===== src/rtl/multicycle_sequencer.sv =====
// Multi-cycle control FSM: fetch/decode/execute/memory/writeback over a shared
// single-port memory, with retired-instruction counter and sticky error/halt.
module multicycle_sequencer #(
  parameter int unsigned MEM_TIMEOUT = 15,
  parameter int unsigned CNT_W       = 32
) (
  input  logic             clk,
  input  logic             reset,
  input  logic             start,
  input  logic             stop,
  input  logic [2:0]       mode,
  input  logic             mem_ready,
  output logic             mem_req,
  output logic             mem_we,
  output logic             mem_addr_sel,
  output logic             ir_we,
  output logic             pc_we,
  output logic             pc_sel,
  output logic             reg_we,
  output logic             reg_dst,
  output logic             wb_sel,
  output logic             busy,
  output logic             err,
  output logic [CNT_W-1:0] retired,
  output logic [2:0]       state
);

  typedef enum logic [2:0] {
    IDLE   = 3'd0,
    FETCH  = 3'd1,
    DECODE = 3'd2,
    EXEC   = 3'd3,
    MEM    = 3'd4,
    WB     = 3'd5,
    HALT   = 3'd6
  } state_t;

  localparam logic [2:0] MODE_BR = 3'b000;
  localparam logic [2:0] MODE_R  = 3'b001;
  localparam logic [2:0] MODE_I  = 3'b010;
  localparam logic [2:0] MODE_SW = 3'b011;
  localparam logic [2:0] MODE_LW = 3'b100;

  state_t     cur_state, nxt_state;
  logic [2:0] mode_q;
  logic [7:0] wait_cnt;
  logic       timeout;
  logic       err_set;
  logic       waiting;

  // Timeout fires on the MEM_TIMEOUT-th consecutive not-ready cycle of an access.
  assign timeout = (wait_cnt == 8'(MEM_TIMEOUT - 1));
  assign waiting = (cur_state == FETCH || cur_state == MEM) && !mem_ready;

  always_comb begin
    nxt_state    = cur_state;
    mem_req      = 1'b0;
    mem_we       = 1'b0;
    mem_addr_sel = 1'b0;
    ir_we        = 1'b0;
    pc_we        = 1'b0;
    pc_sel       = 1'b0;
    reg_we       = 1'b0;
    reg_dst      = 1'b0;
    wb_sel       = 1'b0;
    err_set      = 1'b0;
    unique case (cur_state)
      IDLE: if (start) nxt_state = FETCH;
      FETCH: begin
        mem_req = 1'b1;
        if (mem_ready) begin
          ir_we     = 1'b1;
          nxt_state = DECODE;
        end else if (timeout) begin
          err_set   = 1'b1;
          nxt_state = HALT;
        end
      end
      DECODE: begin
        if (mode > MODE_LW) begin
          err_set   = 1'b1;
          nxt_state = HALT;
        end else begin
          nxt_state = EXEC;
        end
      end
      EXEC: begin
        case (mode_q)
          MODE_BR: begin
            pc_we     = 1'b1;
            pc_sel    = 1'b1;
            nxt_state = stop ? IDLE : FETCH;
          end
          MODE_R, MODE_I:   nxt_state = WB;
          MODE_SW, MODE_LW: nxt_state = MEM;
          default:          nxt_state = HALT;
        endcase
      end
      MEM: begin
        mem_req      = 1'b1;
        mem_addr_sel = 1'b1;
        mem_we       = (mode_q == MODE_SW);
        if (mem_ready) begin
          if (mode_q == MODE_SW) begin
            pc_we     = 1'b1;
            nxt_state = stop ? IDLE : FETCH;
          end else begin
            nxt_state = WB;
          end
        end else if (timeout) begin
          err_set   = 1'b1;
          nxt_state = HALT;
        end
      end
      WB: begin
        reg_we    = 1'b1;
        pc_we     = 1'b1;
        reg_dst   = (mode_q == MODE_R);
        wb_sel    = (mode_q == MODE_LW);
        nxt_state = stop ? IDLE : FETCH;
      end
      HALT:    nxt_state = HALT;
      default: nxt_state = HALT;
    endcase
  end

  always_ff @(posedge clk or negedge reset) begin
    if (!reset) begin
      cur_state <= IDLE;
      err       <= 1'b0;
      retired   <= '0;
      mode_q    <= '0;
      wait_cnt  <= '0;
    end else begin
      cur_state <= nxt_state;
      if (err_set) err <= 1'b1;
      if (pc_we) retired <= retired + 1'b1;
      if (cur_state == DECODE) mode_q <= mode;
      // Count only while staying in the same access; any exit restarts at zero.
      if (waiting && nxt_state == cur_state) wait_cnt <= wait_cnt + 8'd1;
      else wait_cnt <= '0;
    end
  end

  assign busy  = (cur_state != IDLE) && (cur_state != HALT);
  assign state = cur_state;

endmodule


===== config.mk =====
export PLATFORM = sky130hd
export DESIGN_NAME = multicycle_sequencer
export DESIGN_NICKNAME = d
export VERILOG_FILES = /design/src/rtl/multicycle_sequencer.sv
export SDC_FILE = /design/constraint.sdc
export NUM_CORES = 1
export LEC_CHECK = 0
export CORE_AREA = 3 3 57 111
export DETAILED_ROUTE_END_ITERATION = 16
export DIE_AREA = 0 0 60 114
export GPL_TIMING_DRIVEN = 0
export PLACE_DENSITY = 0.71
export SYNTH_ARGS = -nofsm -noshare
export SYNTH_HDL_FRONTEND = slang
export SYNTH_SLANG_ARGS = --single-unit

===== constraint.sdc =====
create_clock -name clk -period 1.8 [get_ports clk]
set_clock_uncertainty 0.15 [all_clocks]
set_input_delay 0.36 -clock clk [delete_from_list [all_inputs] [get_ports clk]]
set_output_delay 0.36 -clock clk [all_outputs]
set_load 0.05 [all_outputs]

==> flow_summary_export.csv, run 1 <==
group,metric,value,unit
status,outcome,"finished, violations left",
status,violations,"negative setup slack",
floorplan,core,5520,um^2
synthesis,synth_edf_count,0,
timing,setup_slack,-0.368,ns
worst_setup_path,r2r_slack,-0.33,ns
worst_setup_path,r2r_start,"mode_q[1]$_DFFE_PN0N_",
finish,num_antenna_cells,0,
power_and_ir_drop,power_frac_comb,28.4,%
worst_setup_path,cp_num_cells,5,
timing,period_needed,2.17,ns
worst_setup_path,cp-start-kind,"flop",
power_and_ir_drop,irDropWorstVdd,1070,uV
drt,route.vias.total,2268,
worst_setup_path,crit_family,"flip-flops",
power_and_ir_drop,intPower,2.09,mW
synthesis,synthCells,233,
drt,drcViolationCount,0,
worst_setup_path,reg2reg_to,"retired[21]$_DFFE_PN0P_",
synthesis,yosysTopAreaCell,"dfrtp_1",
worst_setup_path,crit_start,"state[0]$_DFF_PN0_",
timing,max_freq,461,MHz
timing,max_slew_margin,66.3,%
timing,hold_viol_final,0,
cts,htree_levels,2,
grt,antenna_found_initial,0,
worst_setup_path,cpPeakStageDelay,0.42,ns
grt,grt_pass1_wl,11300,um
power_and_ir_drop,pwr-share-seq,40.8,%
power_and_ir_drop,netSwitchingFraction,32.1,%
drt,wire_per_inst,18.2,um
floorplan,die_h,114,um
synthesis,synth_ff_type,"dfrtp_1",
grt,grt-ovfl-total,0,
place,dp_hpwl,4330,um
floorplan,start_util,44.4,%
power_and_ir_drop,power_leakage,2.06,nW
synthesis,synth.top_cell.area_share,48.0,%
flow_run,cap_violations,0,
worst_setup_path,reg2reg_depth,7,
worst_setup_path,crit_path_end_kind,"output pin",
cts,clock_tree.buffer_depth,2,
synthesis,ys_seq_elements,47,
worst_setup_path,crit_buf_inv,2,
timing,finalMaxSlewViolations,0,
synthesis,ys_types,47,
cts,cts.sinks,47,
drt,ant_nets,0,
cts,cts-root-buf,"clkbuf_8",
worst_setup_path,endpoint,"pc_we",
power_and_ir_drop,p_switching,0.988,mW
floorplan,io_pins,54,
grt,grt_max_degree,36,
synthesis,yosysWarnings,0,
drt,via_per_inst,5.47,
synthesis,synth_nets,244,
worst_setup_path,crit_chain,"buf_6 > nor4b_4 > a22o_4 > or2_4 > buf_8",
worst_setup_path,crit_slowest_cell,"dfrtp_2",
finish,fin_nets,365,
timing,period_share,120,%
cts,cts_tree,"yes",
timing,rsz0062_at_grt,"true",
synthesis,synthTopCellsByArea,"dfrtp_1, xor2_1, xnor2_1, nor2_1, nand2_1",
worst_setup_path,cp_max_fo,4,
place,numPortBuffers,53,
cts,cts.clk_slew.worst_paths,0.09,ns
synthesis,ys_top_cells_by_count,"dfrtp_1, nor2_1, xor2_1, nand2_1, xnor2_1",
worst_setup_path,required,1.29,ns
finish,syn2layout_area_growth,73.3,%
finish,post-route-util,76.9,%
power_and_ir_drop,power.density,726,nW/um^2
finish,drive_gt1_share,54.4,%
grt,grt_pass1_vias,2425,
drt,wl,7570,um
synthesis,synth_seq_area_share,48.0,%
worst_setup_path,crit_type,"reg2out",
floorplan,die_x,60,um
timing,worstMarginPinSlew,0.506,ns
finish,fillers,366,
place,placed_cells,347,
cts,cts_buffers,5,
grt,grt_usage,21.9,%
synthesis,synth_most_common_cell,"dfrtp_1",
worst_setup_path,cp_data_arrival_time,1.66,ns
drt,dr.pass1.iters,4,
floorplan,num_rows,38,
synthesis,async_flop_share,100,%
cts,clock_latency,0.32,ns
finish,finalNonFillerCells,415,
synthesis,syn-cell-area,2450,um^2
synthesis,avgSynthCellArea,10.5,um^2
drt,drtIter0Drc,80,
timing,setup_violations,42,
place,gp_congestion,0.773,
worst_hold_path,worstHoldPathType,"in2async",
floorplan,die_area,6840,um^2
timing,whs,0.314,ns
power_and_ir_drop,p_clk_share,30.8,%
-- kinds of logic (layout without fill, tap and decap cells) --
| kind of cell | count (synthesis) | after routing | share of synthesized area [%] |
|---|---|---|---|
| flip-flops | 47 | 47 | 48.0 |
| XOR/XNOR | 38 | 38 | 13.6 |
| multiplexers | 3 | 3 | 1.38 |
| buffers and inverters | 20 | 141 | 3.68 |
| AND/OR/NAND/NOR | 105 | 105 | 25.9 |
| adder cells (fa/ha/maj) | 3 | 3 | 1.53 |
| AO/OA/AOI/OAI | 17 | 18 | 5.88 |
-- cell type report --
type                    instances  area [um^2]  share of cell area [%]
multi-input cells             167         1620                    38.2
flip-flops and latches         47         1210                    28.5
repair buffers                116         1110                    26.2
well taps                      60         75.1                    1.77
clock buffers                   5         68.8                    1.62
clock inverters                 3         67.6                    1.59
inverters                      13         48.8                    1.15
plain buffers                   4         41.3                   0.973
-- power groups by stage --
stage	Clock, mW	Combinational (mW)	Sequential [mW]
CTS	0.948	0.810	1.25
global placement	0	0.617	1.29
floorplan	0	0.291	1.40
finish	0.949	0.874	1.26
detailed placement	0	0.628	1.29
global route	0.993	0.927	1.27
-- worst register-to-register path, cell delays in order (launching register included) --
cell and delay [ns]:
dfrtp_2 0.46, nor4b_4 0.33, a22o_4 0.20, buf_6 0.10, o2111ai_4 0.19, buf_6 0.21
nor3_2 0.17, xor2_1 0.23
-- layout by cell type, fill, tap and decap left out, drive strengths merged, types with 2 or more instances in the layout --
cell / netlist / final
xor2: 21 / 21
nor2: 23 / 23
o211ai: 2 / 2
nand2b: 2 / 2
clkbuf: 2 / 10
or3: 2 / 2
clkdlybuf4s50: 0 / 5
nand2: 18 / 18
mux2: 3 / 3
and2: 6 / 6
nand3: 9 / 9
nor3: 14 / 14
dlygate4sd2: 0 / 15
inv: 13 / 13
nor2b: 6 / 6
dfrtp: 47 / 47
clkdlybuf4s15: 0 / 17
a21oi: 3 / 3
bufinv: 0 / 2
o21ai: 3 / 4
nand4: 6 / 6
xnor2: 17 / 17
buf: 5 / 77
and3b: 2 / 2
nor4: 9 / 9
ha: 3 / 3
-- layer usage --
layer,track usage (%),up-vias,part of all wire [%]
met2,40.8,71,59
met3,4.19,30,3.8
met4,12.1,0,4.6
met5,0,-,0
met1,20.9,1128,33
li1,-,1039,-
-- flip-flops by register name, summed over array words and instances, names as in the netlist --
signal	cells
state	3
mode_q	3
retired	32
wait_cnt	8
err	1
-- how the worst min path moves through the flow --
stage	start	to	slack, ns
2_1_floorplan	reset	err$_DFFE_PN0P_	-0.09
3_3_place_gp	retired[31]$_DFFE_PN0P_	retired[31]$_DFFE_PN0P_	0.31
3_5_place_dp	reset	retired[19]$_DFFE_PN0P_	0.13
4_1_cts	reset	retired[3]$_DFFE_PN0P_	0.32
5_1_grt	retired[31]$_DFFE_PN0P_	retired[31]$_DFFE_PN0P_	0.33
6_report	reset	retired[19]$_DFFE_PN0P_	0.31
-- per-stage QoR --
stage / TNS, ns / cell area [um^2] / total power [mW] / setup slack, ns
4_1_cts: -7.92 / 3980 / 3.01 / -0.374
3_3_place_gp: -81.87 / 3250 / 1.90 / -1.29
2_1_floorplan: -10.20 / 2640 / 1.70 / -0.416
6_report: -9.08 / 4240 / 3.08 / -0.368
3_5_place_dp: -25.36 / 3260 / 1.92 / -1.22
5_1_grt: -11.49 / 4240 / 3.19 / -0.400
-- repair_timing --
| action | in CTS | in global routing |
|---|---|---|
| hold buffers | 1 | 0 |
| resized for setup | 185 | 51 |
| setup endpoints to repair | 80 | 64 |
| setup buffers | 41 | 23 |
| hold endpoints to repair | 12 | 0 |
| cloned | 2 | 0 |
| pin swaps | 29 | 31 |
(Power assumes the default switching activity.)
==> inputs of run 2 (changes only) <==
Settings changed: CAP_MARGIN set to 20.
==> results of run 2 <==
No change in the layout: final DEF, timing and power equal those of run 1.
